[src/rtl/pit_bus_master.sv]
// +--------------------------------------------------------------------------+
// | pit_bus_master                                                           |
// | Sequences host commands into timed 8254 PIT CPU bus cycles.              |
// | Optional: define PIT_READBACK_EN to turn op 10 / rw 00 into status read. |
// | Revision: 1.0 - initial release                                          |
// +--------------------------------------------------------------------------+
`default_nettype none
`timescale 1ns/1ps

module pit_bus_master #(
  parameter int SETUP_CYC  = 1,
  parameter int STROBE_CYC = 2,
  parameter int HOLD_CYC   = 1
) (
  input  logic        clk,
  input  logic        reset,
  input  logic        cmd_valid,
  output logic        cmd_ready,
  input  logic [1:0]  cmd_op,
  input  logic [1:0]  cmd_sel,
  input  logic [1:0]  cmd_rw,
  input  logic [15:0] cmd_data,
  output logic        rsp_valid,
  output logic        rsp_err,
  output logic [15:0] rsp_data,
  output logic        CS,
  output logic        WR,
  output logic        RD,
  output logic        A0,
  output logic        A1,
  output logic [7:0]  data_out,
  output logic        data_oe,
  input  logic [7:0]  data_in
);

  localparam logic [7:0] C_SETUP_LD  = 8'(SETUP_CYC - 1);
  localparam logic [7:0] C_STROBE_LD = 8'(STROBE_CYC - 1);
  localparam logic [7:0] C_HOLD_LD   = 8'(HOLD_CYC - 1);

  typedef enum logic [2:0] {
    ST_IDLE, ST_SETUP, ST_STROBE, ST_HOLD, ST_GAP, ST_DONE
  } state_t;

  state_t      r_state;
  logic [7:0]  r_cnt;
  logic [1:0]  r_idx;
  logic [1:0]  r_nb;
  logic [2:0]  r_bw;   // per byte: 1 = write, 0 = read
  logic [2:0]  r_bm;   // per byte: read lands in rsp_data[15:8]
  logic [5:0]  r_ba;
  logic [23:0] r_bd;
  logic        r_hasread;
  logic [15:0] r_acc;

  logic [1:0]  w_nb;
  logic [2:0]  w_bw;
  logic [2:0]  w_bm;
  logic [5:0]  w_ba;
  logic [23:0] w_bd;
  logic        w_illegal;
  logic [1:0]  w_idx_next;

  // Byte plan for the offered command; an empty plan means rw=00 was illegal.
  always_comb begin
    w_nb = 2'd0;
    w_bw = 3'b000;
    w_bm = 3'b000;
    w_ba = 6'd0;
    w_bd = 24'd0;
    case (cmd_op)
      2'b00: begin
        w_nb      = 2'd1;
        w_bw      = 3'b001;
        w_ba[1:0] = 2'b11;
        w_bd[7:0] = cmd_data[7:0];
      end
      2'b01: begin
        w_bw = 3'b011;
        w_ba = {2'b00, cmd_sel, cmd_sel};
        case (cmd_rw)
          2'b11: begin w_nb = 2'd2; w_bd = {8'h00, cmd_data[15:8], cmd_data[7:0]}; end
          2'b01: begin w_nb = 2'd1; w_bd[7:0] = cmd_data[7:0]; end
          2'b10: begin w_nb = 2'd1; w_bd[7:0] = cmd_data[15:8]; end
          default: w_nb = 2'd0;
        endcase
      end
      2'b10: begin
        w_ba = {2'b00, cmd_sel, cmd_sel};
        case (cmd_rw)
          2'b11: begin w_nb = 2'd2; w_bm = 3'b010; end
          2'b01: w_nb = 2'd1;
          2'b10: begin w_nb = 2'd1; w_bm = 3'b001; end
          default: begin
`ifdef PIT_READBACK_EN
            w_nb      = 2'd2;
            w_bw      = 3'b001;
            w_ba      = {2'b00, cmd_sel, 2'b11};
            w_bd[7:0] = 8'hD0 | 8'(8'h02 << cmd_sel);
`else
            w_nb = 2'd0;
`endif
          end
        endcase
      end
      default: begin
        w_bw      = 3'b001;
        w_ba      = {cmd_sel, cmd_sel, 2'b11};
        w_bd[7:0] = {cmd_sel, 6'b000000};
        case (cmd_rw)
          2'b11: begin w_nb = 2'd3; w_bm = 3'b100; end
          2'b01: w_nb = 2'd2;
          2'b10: begin w_nb = 2'd2; w_bm = 3'b010; end
          default: w_nb = 2'd0;
        endcase
      end
    endcase
    w_illegal = (cmd_op != 2'b00) && ((cmd_sel == 2'b11) || (w_nb == 2'd0));
  end

  assign w_idx_next = r_idx + 2'd1;

  always_ff @(posedge clk) begin
    if (reset) begin
      r_state   <= ST_IDLE;
      r_cnt     <= 8'd0;
      r_idx     <= 2'd0;
      r_nb      <= 2'd0;
      r_bw      <= 3'b000;
      r_bm      <= 3'b000;
      r_ba      <= 6'd0;
      r_bd      <= 24'd0;
      r_hasread <= 1'b0;
      r_acc     <= 16'd0;
      cmd_ready <= 1'b1;
      rsp_valid <= 1'b0;
      rsp_err   <= 1'b0;
      rsp_data  <= 16'd0;
      CS        <= 1'b1;
      WR        <= 1'b1;
      RD        <= 1'b1;
      A0        <= 1'b0;
      A1        <= 1'b0;
      data_out  <= 8'd0;
      data_oe   <= 1'b0;
    end else begin
      rsp_valid <= 1'b0;
      rsp_err   <= 1'b0;
      case (r_state)
        ST_IDLE: begin
          if (cmd_valid) begin
            cmd_ready <= 1'b0;
            r_nb      <= w_nb;
            r_bw      <= w_bw;
            r_bm      <= w_bm;
            r_ba      <= w_ba;
            r_bd      <= w_bd;
            r_hasread <= cmd_op[1];
            r_acc     <= 16'd0;
            r_idx     <= 2'd0;
            if (w_illegal) begin
              r_state   <= ST_DONE;
              rsp_valid <= 1'b1;
              rsp_err   <= 1'b1;
              r_hasread <= 1'b0;
            end else begin
              r_state  <= ST_SETUP;
              r_cnt    <= C_SETUP_LD;
              CS       <= 1'b0;
              {A1, A0} <= w_ba[1:0];
              data_out <= w_bd[7:0];
              data_oe  <= w_bw[0];
            end
          end
        end
        ST_SETUP: begin
          if (r_cnt == 8'd0) begin
            r_state <= ST_STROBE;
            r_cnt   <= C_STROBE_LD;
            WR      <= ~r_bw[r_idx];
            RD      <= r_bw[r_idx];
          end else begin
            r_cnt <= r_cnt - 8'd1;
          end
        end
        ST_STROBE: begin
          if (r_cnt == 8'd0) begin
            // Sample read data in the final strobe cycle, just before RD rises.
            if (!r_bw[r_idx]) begin
              if (r_bm[r_idx]) r_acc[15:8] <= data_in;
              else             r_acc[7:0]  <= data_in;
            end
            r_state <= ST_HOLD;
            r_cnt   <= C_HOLD_LD;
            WR      <= 1'b1;
            RD      <= 1'b1;
          end else begin
            r_cnt <= r_cnt - 8'd1;
          end
        end
        ST_HOLD: begin
          if (r_cnt == 8'd0) begin
            CS      <= 1'b1;
            data_oe <= 1'b0;
            if (w_idx_next < r_nb) begin
              r_state <= ST_GAP;
              r_idx   <= w_idx_next;
            end else begin
              r_state   <= ST_DONE;
              rsp_valid <= 1'b1;
              if (r_hasread) rsp_data <= r_acc;
            end
          end else begin
            r_cnt <= r_cnt - 8'd1;
          end
        end
        ST_GAP: begin
          r_state  <= ST_SETUP;
          r_cnt    <= C_SETUP_LD;
          CS       <= 1'b0;
          {A1, A0} <= r_ba[{r_idx, 1'b0} +: 2];
          data_out <= r_bd[{r_idx, 3'b000} +: 8];
          data_oe  <= r_bw[r_idx];
        end
        default: begin
          r_state   <= ST_IDLE;
          cmd_ready <= 1'b1;
        end
      endcase
    end
  end

endmodule

`default_nettype wire

[config.mk]
export PLATFORM = sky130hd
export DESIGN_NAME = pit_bus_master
export DESIGN_NICKNAME = d
export VERILOG_FILES = /design/src/rtl/pit_bus_master.sv
export SDC_FILE = /design/constraint.sdc
export NUM_CORES = 1
export LEC_CHECK = 0
export ABC_AREA = 0
export CORE_MARGIN = 2
export CORE_UTILIZATION = 58
export DETAILED_ROUTE_END_ITERATION = 10
export PLACE_DENSITY = 0.92
export SLEW_MARGIN = 20
export SYNTH_ARGS = -nofsm -noshare
export SYNTH_HDL_FRONTEND = slang
export SYNTH_SLANG_ARGS = --single-unit
[constraint.sdc]
create_clock -name clk -period 5.77 [get_ports clk]
set_input_delay 1.154 -clock clk [delete_from_list [all_inputs] [get_ports clk]]
set_output_delay 1.154 -clock clk [all_outputs]
set_load 0.01 [all_outputs]
# Word-level counts from Yosys, hierarchy flattened
# Index checks and enable logic that the tools add are counted.
[op_classes] shift=2 muxes=69 magnitude_cmp=2 n_addsub=2 eq_ne=20 bitwise_logic=4 reduce_logical=30
[ops] op="8-bit 2-to-1 mux" n=10
[ops] op="16-bit 2-to-1 mux" n=4
[ops] op="8-bit one-hot mux with 5 select lines" n=1
[ops] op="16-bit one-hot mux with 2 select lines" n=1
[ops] op="8-bit one-hot mux with 2 select lines" n=2
[ops] op="2-bit one-hot mux with 2 select lines" n=6
[ops] op="8-bit one-hot mux with 3 select lines" n=1
[ops] op="24-bit by 6-bit indexed part select with 8-bit output" n=1
[ops] op="1-bit 2-to-1 mux" n=21
[ops] op="2-bit inequality test, second input constant" n=10
[ops] op="4-bit AND reduction" n=5
[ops] op="3-bit 2-to-1 mux" n=5
[ops] op="3-bit one-hot mux with 5 select lines" n=1
[ops] op="1-bit one-hot mux with 2 select lines" n=6
[ops] op="3-bit one-hot mux with 2 select lines" n=2
[ops] op="5-bit AND reduction" n=2
[ops] op="2-bit nonzero test" n=5
[ops] op="2-bit OR reduction" n=5
[ops] op="2-bit equality test, second input constant" n=4
[ops] op="8-bit zero test" n=1
[ops] op="2-bit 2-to-1 mux" n=4
[ops] op="4-bit one-hot mux with 2 select lines" n=1
[ops] op="8-bit by 1-bit subtractor with 8-bit output, second input constant" n=1
[ops] op="3-bit by 2-bit equality test with 1-bit output, second input constant" n=2
[ops] op="19 further kinds" n=28
[word_totals] inputBits=33 out_inout_bits=33 regBits=101

# Logic depth before layout (Yosys ltp)
# Gate-level depths: netlist of run 1.
[depth] word_depth=10 ltp_mapped=10 ltp_nobuf=7

# Worst setup path after synthesis of run 1
# Ideal clock, no wire load.
[synth_timing] path_type="input-to-reg" from="in cmd_op[0]" to="reg A0" setup_time_ns=0.095 required_ns=5.675 setup_slack_ns=3.024 arrival_ns=2.651 cell_stages=7 path_cell_list="inv_1 > ha_1 > o21ai_0 > a211oi_2 > nand2_1 > or4_1 > o311ai_1"
[synth_via] elab_chain_cells=8 elab_cells_between_ends=15 classes_between="eq/ne (3); mux (5); reduce/logical (7)"
[synth_lines] item="start: declaration" line_no="19" text="input logic [1:0] cmd_op,"
[synth_lines] item="2-bit equality test / 2-bit by 1-bit equality test with 1-bit output (equally long branches)" line_no="70" text="case (cmd_op)"
[synth_lines] item="2-bit OR reduction (no source line)"
[synth_lines] item="2-bit one-hot mux with 2 select lines" line_no="70"
[synth_lines] item="2-bit zero test" line_no="117" text="w_illegal = (cmd_op != 2'b00) && ((cmd_sel == 2'b11) || (w_nb == 2'd0));"
[synth_lines] item="1-bit logical OR" line_no="117"
[synth_lines] item="1-bit logical AND" line_no="117"
[synth_lines] item="2-bit inequality test (no source line)"
[synth_lines] item="3-bit AND reduction (no source line)"
[synth_lines] item="end signal: assignment" line_no="169" text="{A1, A0} <= w_ba[1:0];"
[synth_lines] item="end signal: assignment" line_no="220" text="{A1, A0} <= r_ba[{r_idx, 1'b0} +: 2];"
[synth_lines] item="end: declaration" line_no="29" text="output logic A0,"
# Parallel ways exist; a longest one is shown, timed or not. The select of a mux whose other input is x is not followed.
# A chain may end at the register's enable or synchronous reset.

# Final worst setup path of run 1
[layout_timing] from="in cmd_op[1]" to="reg A0"
# Same word-level chain as after synthesis.

==> results of run 1 <==
==> through the flow <==
stage	setup slack [ns]	total power [W]	cell area [sq um]	hold WS, ns
global route	2.20	0.00198	5260	0.473
global placement	2.20	0.00141	5050	0.439
finish	2.36	0.00188	5260	0.453
detailed placement	2.06	0.00144	5050	0.445
CTS	2.39	0.00187	5250	0.456
floorplan	3.02	0.00124	4390	0.432
==> layout make-up <==
cell class              instances  area (sq um)
flip-flops and latches         92          1840
fillers                       586          2040
clock inverters                 6          72.6
multi-input cells             388          2390
well taps                      99           124
inverters                       9          33.8
clock buffers                  10           128
repair buffers                 68           668
==> power by group <==
group	internal, W	total, W	leakage, nW	switching [W]
Clock	0.000204	0.000438	0.0906	0.000234
Combinational	0.000280	0.000652	1.02	0.000373
Sequential	0.000710	0.000789	0.747	0.0000790
==> layout by cell type (no fill, tap or decap), drive strengths merged, types with 13 or more instances in the layout <==
cell type	count
nor3	25
a21oi	42
dfxtp	92
nand2	93
clkdlybuf4s50	64
mux2i	27
ha	13
nor2	43
nand3	19
a211oi	13
==> registers in the layout, indices dropped and copies added (netlist names), 3 cells and up <==
name	flops
r_state	3
data_out	8
r_bm	3
r_bd	16
r_cnt	8
r_acc	16
rsp_data	16
r_ba	6
==> cell families (layout without fill, tap and decap cells) <==
logic type,after synthesis,in the layout
AO/OA/AOI/OAI,120,120
XOR/XNOR,4,4
adder cells (fa/ha/maj),13,13
buffers and inverters,40,93
flip-flops,92,92
multiplexers,29,29
AND/OR/NAND/NOR,222,222
==> Yosys cell counts, drive strengths merged (5+ instances only) <==
cell type	count	area (sq um)
a211oi	13	103
a21oi	42	210
a22o	6	52.6
a22oi	12	90.1
a32o	9	90.1
and2	5	32.5
buf	10	43.8
clkbuf	21	81.3
dfxtp	92	1840
ha	13	163
inv	9	33.8
mux2i	27	270
nand2	93	352
nand2b	7	43.8
nand3	19	95.1
nor2	43	161
nor3	25	151
o21ai	11	55.1
==> metal layers <==
layer | track usage | routed length (um)
met5 | 0 | 0
met1 | 0.332 | 4660
met2 | 0.478 | 5450
met4 | 0.0846 | 179
met3 | 0.0498 | 629
==> worst max-delay path, stage by stage <==
cell             delay [ns]
clkdlybuf4s50_1        0.55
ha_1                   0.56
nor2_1                 0.16
a211oi_2               0.44
nand2_1                0.19
or4_1                  0.51
o311ai_1               0.09
==> worst max path at each step <==
stage              start           to
6_report       cmd_op[1]           A0
5_1_grt        cmd_op[1]  data_out[6]
4_1_cts        cmd_op[1]           A0
3_5_place_dp   cmd_op[1]  data_out[6]
3_3_place_gp   cmd_op[1]  data_out[6]
2_1_floorplan  cmd_op[0]           A0
==> flow_summary.ini, run 1 <==
[worst_hold_path]
hold_class = flip-flop to flip-flop
min_from = rsp_data[2]
whs_endpoint = rsp_data[2]
holdPathStages = 2

[logic_synthesis]
syn-cell-area_sq_um = 4390
synth_xor_area_frac = 0.00799
seq_area_frac_synth = 0.420
synthSimpleGateAreaFrac = 0.247
synth_top_flop_cell = dfxtp_1
syn-mean-instance-area_sq_um = 8.44
synth.area.mux_share = 0.0667
async_flop_share = 0
synth_compound_area_frac = 0.185
ys_ff_latch = 92
yosys.area_share.adder = 0.0371
synth_cell_types = 64
yosys_warnings = 0
synth-edff-count = 0
synthCells = 520
synth_fp_nets = 566
synth_top_family_by_area = simple AND/OR/NAND/NOR gates

[die]
core_sq_um = 7290
pin_count = 66
dieArea_sq_um = 8270
die_w_um = 91.0
die_y_um = 91.0
start_util = 0.602
rows = 31

[finish]
antenna_cells = 0
final_cells = 672
area_growth_pct = 19.8
drive_above_1_share = 0.0628
nets = 614
fin_util = 0.721

[clock_network]
cts-resized-gates = 0
post-cts-setup-buffer-count = 0
clock-sinks = 92
clk_pin_slew_worst_paths_ns = 0.09
cts_root_buffer = clkbuf_8
cts_hold_buf = 0
clockBufferDepth = 2
numCtsBuffers = 9
cts_tree = built
htreeDepth = 3
clk_latency_ns = 0.36

[timing]
rsz0062_at_grt = no
fin_tns_setup_ns = 0
fin_skew_ns = 0.0120
hold_viol = 0
period_minus_slack_ns = 3.41
setup-violations-final = 0
drv_slew = 0
tightest_slew_ns = 1.03
max_freq_mhz = 293
slew_headroom = 0.314
min_period_over_period = 0.591

[worst_setup_path]
cp_max_fo = 19
r2r_slack_ns = 3.00
arrival_ns = 3.66
r2r-end = rsp_data[14]
reg2reg_from = r_idx[0]
critPathCaptureType = flip-flop
start_kind = primary input
rr_worst_depth = 6
path_class = primary input to flip-flop
cp.required_ns = 6.03

[place]
place.gp.congestion = 0.828
io_buffers = 65
placed_cells_incl_taps = 656
dpl.hpwl_mm = 7.87

[grt]
grt_pass1_vias = 3897
grt_max_degree = 60
grt_usage = 0.270
grt-ovfl-total = 0
grt_pass1_wl_mm = 18.3
antenna_found_initial = 0

[drt]
post-route-drc-count = 0
dr.pass1.iters = 5
dr.first_iter.drc_count = 259
vias_per_cell = 5.99
wl_per_cell_um = 16.2
route.vias.total = 4024
wl_mm = 10.9
detail-route-antenna-nets = 0

[power]
power.density_nw_per_um2 = 358
ir_worst_vdd_mv = 0.191
leakagePower_nw = 1.86

[outcome]
status = complete, no violations

[job]
maxCapViolations = 0
Note: power is estimated with default switching activity, not from simulation.
==> run 2, diff against run 1 <==
--- a/config.mk
+++ b/config.mk
@@ -7,9 +7,9 @@
 export LEC_CHECK = 0
 export ABC_AREA = 0
 export CORE_MARGIN = 2
-export CORE_UTILIZATION = 58
+export CORE_UTILIZATION = 49
 export DETAILED_ROUTE_END_ITERATION = 10
-export PLACE_DENSITY = 0.92
+export PLACE_DENSITY = 0.83
 export SLEW_MARGIN = 20
 export SYNTH_ARGS = -nofsm -noshare
 export SYNTH_HDL_FRONTEND = slang
==> constraint.sdc (replaced) <==
create_clock -name clk -period 3 [get_ports clk]
set_input_delay 0.6 -clock clk [delete_from_list [all_inputs] [get_ports clk]]
set_output_delay 0.6 -clock clk [all_outputs]
set_load 0.01 [all_outputs]
==> run 2 against run 1 <==
  * Sequential power increased by 91%
  * Critical endpoint unchanged
  * Largest cell class unchanged
  * Clock-buffer cell count unchanged
  * Hold slack got worse by 0.0053 ns
==> flow_summary.ini, run 2 (same netlist as run 1, synthesis figures left out) <==
[timing]
max_freq_mhz = 380
setup-violations-final = 0
slew_headroom = 0.553
fin_tns_setup_ns = 0
period_minus_slack_ns = 2.63
tightest_slew_ns = 0.668
hold_viol = 0
fin_skew_ns = 0.0109
worst_slack_ns = 0.369
min_period_over_period = 0.877
rsz0062_at_grt = no
drv_slew = 0

[drt]
detail-route-antenna-nets = 0
wl_mm = 10.7
post-route-drc-count = 0
vias_per_cell = 5.82
dr.pass1.iters = 6
wl_per_cell_um = 15.5
route.vias.total = 4029
dr.first_iter.drc_count = 282

[grt]
antenna_found_initial = 0
grt_pass1_vias = 3775
grt-ovfl-total = 0
grt_pass1_wl_mm = 17.9
grt_usage = 0.226
grt_max_degree = 52

[power]
p_total_w = 0.00355
leakagePower_nw = 1.91
power.density_nw_per_um2 = 666
ir_worst_vdd_mv = 0.237

[clock_network]
numCtsBuffers = 9
clock-sinks = 92
clockBufferDepth = 2
cts-resized-gates = 0
cts_tree = built
htreeDepth = 3
clk_pin_slew_worst_paths_ns = 0.09
clk_latency_ns = 0.36
cts_hold_buf = 0
cts_root_buffer = clkbuf_8
post-cts-setup-buffer-count = 0

[worst_hold_path]
min_from = cmd_ready
holdPathStages = 2
hold_class = flip-flop to flip-flop
whs_endpoint = cmd_ready

[place]
dp_slack_ns = 0.0257
place.gp.congestion = 0.879
post_dp_cell_area_sq_um = 5150
io_buffers = 65
dpl.hpwl_mm = 7.98

[worst_setup_path]
cp.required_ns = 3.27
arrival_ns = 2.90
cp_max_fo = 6
path_class = primary input to flip-flop
r2r_slack_ns = 0.73
start_kind = primary input
reg2reg_from = r_cnt[0]
rr_worst_depth = 7
r2r-end = r_acc[13]
critPathCaptureType = flip-flop

[die]
dieArea_sq_um = 9720
die_y_um = 98.6
pin_count = 66
die_w_um = 98.6
start_util = 0.503
rows = 34
core_sq_um = 8720

[job]
maxCapViolations = 0

[finish]
fin_util = 0.611
antenna_cells = 0
fill_cells = 763
area_growth_pct = 21.6
stdcell_area_sq_um = 5330
reg_top3 = r_acc (16), r_bd (16), rsp_data (16)
drive_above_1_share = 0.0822
layout_common_cells = dfxtp_1, nand2_1, clkdlybuf4s50_1
nets = 625

[outcome]
status = complete, no violations
## run 2: critical path, cell delays in order
cell and delay [ns]:
clkdlybuf4s50_1 0.58, inv_1 0.12, ha_1 0.32, o21ai_0 0.15
a211oi_2 0.40, nand2_1 0.15, or4_1 0.48, o311ai_1 0.08
## run 2: metrics by stage
stage,hold slack (ns),cells
2_1_floorplan,0.432,520
3_3_place_gp,0.435,676
3_5_place_dp,0.440,676
4_1_cts,0.455,692
5_1_grt,0.474,692
6_report,0.448,692
## run 2: power breakdown
part	switching (W)	internal (W)	total [W]
Sequential	0.000145	0.00137	0.00151
Clock	0.000448	0.000329	0.000777
Combinational	0.000708	0.000554	0.00126
Total	0.00130	0.00225	0.00355
## run 2: layout make-up
type                    instances  area, sq um  share of cell area
inverters                       9         33.8             0.00634
clock inverters                 6         47.5             0.00892
well taps                     108          135              0.0253
flip-flops and latches         92         1840               0.345
multi-input cells             388         2390               0.447
clock buffers                  10          138              0.0258
repair buffers                 79          751               0.141
## run 2: worst max path at each step
stage | from | endpoint | slack, ns | cells after the start
3_5_place_dp | cmd_rw[0] | A0 | 0.03 | 8
3_3_place_gp | cmd_rw[0] | r_cnt[1] | 0.13 | 8
6_report | cmd_rw[0] | A0 | 0.37 | 8
4_1_cts | cmd_rw[0] | A0 | 0.39 | 8
5_1_grt | cmd_rw[0] | A0 | 0.23 | 8
2_1_floorplan | r_idx[0] | r_idx[0] | 0.61 | 8
## run 2: layer usage
metal  vias up  wire (um)  track usage
met5         -          0            0
met4         0        163       0.0811
met3        13        647       0.0404
met2       159       5220        0.385
met1      1889       4700        0.287
li1       1968          -            -
==> run 3, diff against run 2 <==
--- a/config.mk
+++ b/config.mk
@@ -7,9 +7,9 @@
 export LEC_CHECK = 0
 export ABC_AREA = 0
 export CORE_MARGIN = 2
-export CORE_UTILIZATION = 49
+export CORE_UTILIZATION = 54
 export DETAILED_ROUTE_END_ITERATION = 10
-export PLACE_DENSITY = 0.83
+export PLACE_DENSITY = 0.87
 export SLEW_MARGIN = 20
 export SYNTH_ARGS = -nofsm -noshare
 export SYNTH_HDL_FRONTEND = slang
==> constraint.sdc (replaced) <==
create_clock -name clk -period 2.72 [get_ports clk]
set_input_delay 0.544 -clock clk [delete_from_list [all_inputs] [get_ports clk]]
set_output_delay 0.544 -clock clk [all_outputs]
set_load 0.01 [all_outputs]
==> run 3 against run 2 <==
  * Final area grew 1.9%
  * Die area down 8.9%
  * Register-to-register slack got worse by 0.24 ns
  * Setup slack got worse by 0.11 ns
  * Hold slack better by 0.0061 ns
  * Sequential power grew 11%
  * Combinational power increased by 13%
  * Non-clock buffer count rose by 14
  * Critical path depth did not move
  * Core utilization up 8.5 points
==> flow_summary.ini, run 3 (same netlist as run 1, synthesis figures left out) <==
[outcome]
status = complete, no violations

[die]
die_y_um = 94.1
rows = 32
start_util = 0.562
die_w_um = 94.1
dieArea_sq_um = 8860
core_sq_um = 7810
pin_count = 66

[finish]
fill_cells = 632
nets = 639
stdcell_area_sq_um = 5440
area_growth_pct = 23.9
reg_top3 = r_acc (16), r_bd (16), rsp_data (16)
antenna_cells = 0
layout_common_cells = dfxtp_1, nand2_1, clkdlybuf4s50_1
drive_above_1_share = 0.104

[timing]
max_freq_mhz = 407
setup-violations-final = 0
period_minus_slack_ns = 2.46
rsz0062_at_grt = no
min_period_over_period = 0.904
fin_skew_ns = 0.0110
hold_viol = 0
fin_tns_setup_ns = 0
drv_slew = 0
slew_headroom = 0.495
tightest_slew_ns = 0.738

[clock_network]
cts_hold_buf = 0
cts-resized-gates = 0
clock-sinks = 92
post-cts-setup-buffer-count = 0
numCtsBuffers = 9
clk_pin_slew_worst_paths_ns = 0.10
cts_tree = built
clk_latency_ns = 0.37
cts_root_buffer = clkbuf_8
clockBufferDepth = 2
htreeDepth = 3

[power]
seq_power_share = 0.419
switchingPower_w = 0.00148
p_total_w = 0.00398
leakagePower_nw = 1.99
internal_power_w = 0.00250
power_frac_comb = 0.357
ir_worst_vdd_mv = 0.335
pwr-share-clk = 0.223
power.density_nw_per_um2 = 733
netSwitchingFraction = 0.371

[place]
post_dp_cell_area_sq_um = 5250
place.gp.congestion = 0.935
io_buffers = 65
dpl.hpwl_mm = 8.08

[worst_setup_path]
start_kind = primary input
r2r_slack_ns = 0.49
cp_cell_sequence = clkdlybuf4s50_1, inv_1, ha_1, o21ai_0, a211oi_2, nand2_1, or4_1, o311ai_1
crit_slowest_cell = clkdlybuf4s50_1
crit_path_max_incr_delay_ns = 0.53
arrival_ns = 2.73
cp_max_fo = 5
critPathCaptureType = flip-flop
path_class = primary input to flip-flop
cp.required_ns = 2.99

[drt]
dr.first_iter.drc_count = 221
route.vias.total = 4112
wl_mm = 10.8
detail-route-antenna-nets = 0
dr.pass1.iters = 5
post-route-drc-count = 0
wl_per_cell_um = 15.5
vias_per_cell = 5.87

[grt]
grt_pass1_wl_mm = 17.9
grt-ovfl-total = 0
grt_max_degree = 34
grt_usage = 0.255
grt_pass1_vias = 3843
antenna_found_initial = 0

[job]
maxCapViolations = 0

[worst_hold_path]
hold_class = flip-flop to flip-flop
-- run 3: cell types whose count changed in the layout (fill, tap and decap cells not counted), sizes merged --
cell / delta
clkinv: -1
clkbuf: -1
clkinvlp: -2
inv: +4
buf: +14
-- run 3: final timing paths --
path	cells past startpoint	from	end
min reg2reg	2	rsp_data[9]	rsp_data[9]
min	2	rsp_data[9]	rsp_data[9]
max reg2reg	6	r_idx[0]	r_acc[14]
max	8	cmd_rw[1]	A0
-- run 3: through the flow --
step	utilization	std cells	worst slack (ns)	hold WS, ns
after floorplan	-	520	0.334	0.432
after global placement	0.672	684	0.0247	0.439
after detailed placement	0.672	684	-0.108	0.444
after CTS	0.696	700	0.292	0.457
after global routing	0.696	700	0.0824	0.472
final	0.696	700	0.262	0.454
-- run 3: power groups by stage --
| stage | clock (W) | sequential (W) | combinational [W] |
|---|---|---|---|
| global route | 0.000965 | 0.00169 | 0.00156 |
| global placement | 0 | 0.00169 | 0.00135 |
| CTS | 0.000904 | 0.00167 | 0.00141 |
| detailed placement | 0 | 0.00170 | 0.00140 |
| floorplan | 0 | 0.00166 | 0.000965 |
| finish | 0.000889 | 0.00167 | 0.00142 |
-- run 3: layout make-up --
type | instances | area (sq um) | area share
Multi-Input combinational cell | 388 | 2390 | 0.439
Sequential cell | 92 | 1840 | 0.339
Timing Repair Buffer | 93 | 856 | 0.157
Tap cell | 102 | 128 | 0.0235
Clock buffer | 9 | 124 | 0.0228
Clock inverter | 7 | 67.6 | 0.0124
Inverter | 9 | 33.8 | 0.00621
-- run 3: metal layers --
| layer | part of all wire | vias to the layer above | global-route usage | wire length, um |
|---|---|---|---|---|
| met5 | 0 | - | 0 | 0 |
| met3 | 0.064 | 27 | 0.0353 | 697 |
| li1 | - | 2003 | - | - |
| met2 | 0.48 | 168 | 0.436 | 5240 |
| met1 | 0.42 | 1914 | 0.314 | 4560 |
| met4 | 0.029 | 0 | 0.122 | 319 |
-- run 3: worst max-delay path, delay by kind of cell --
| family | cells | cell delay (ns) |
|---|---|---|
| AO/OA/AOI/OAI | 3 | 0.64 |
| adder cells (fa/ha/maj) | 1 | 0.30 |
| buffers and inverters | 2 | 0.62 |
| AND/OR/NAND/NOR | 2 | 0.63 |
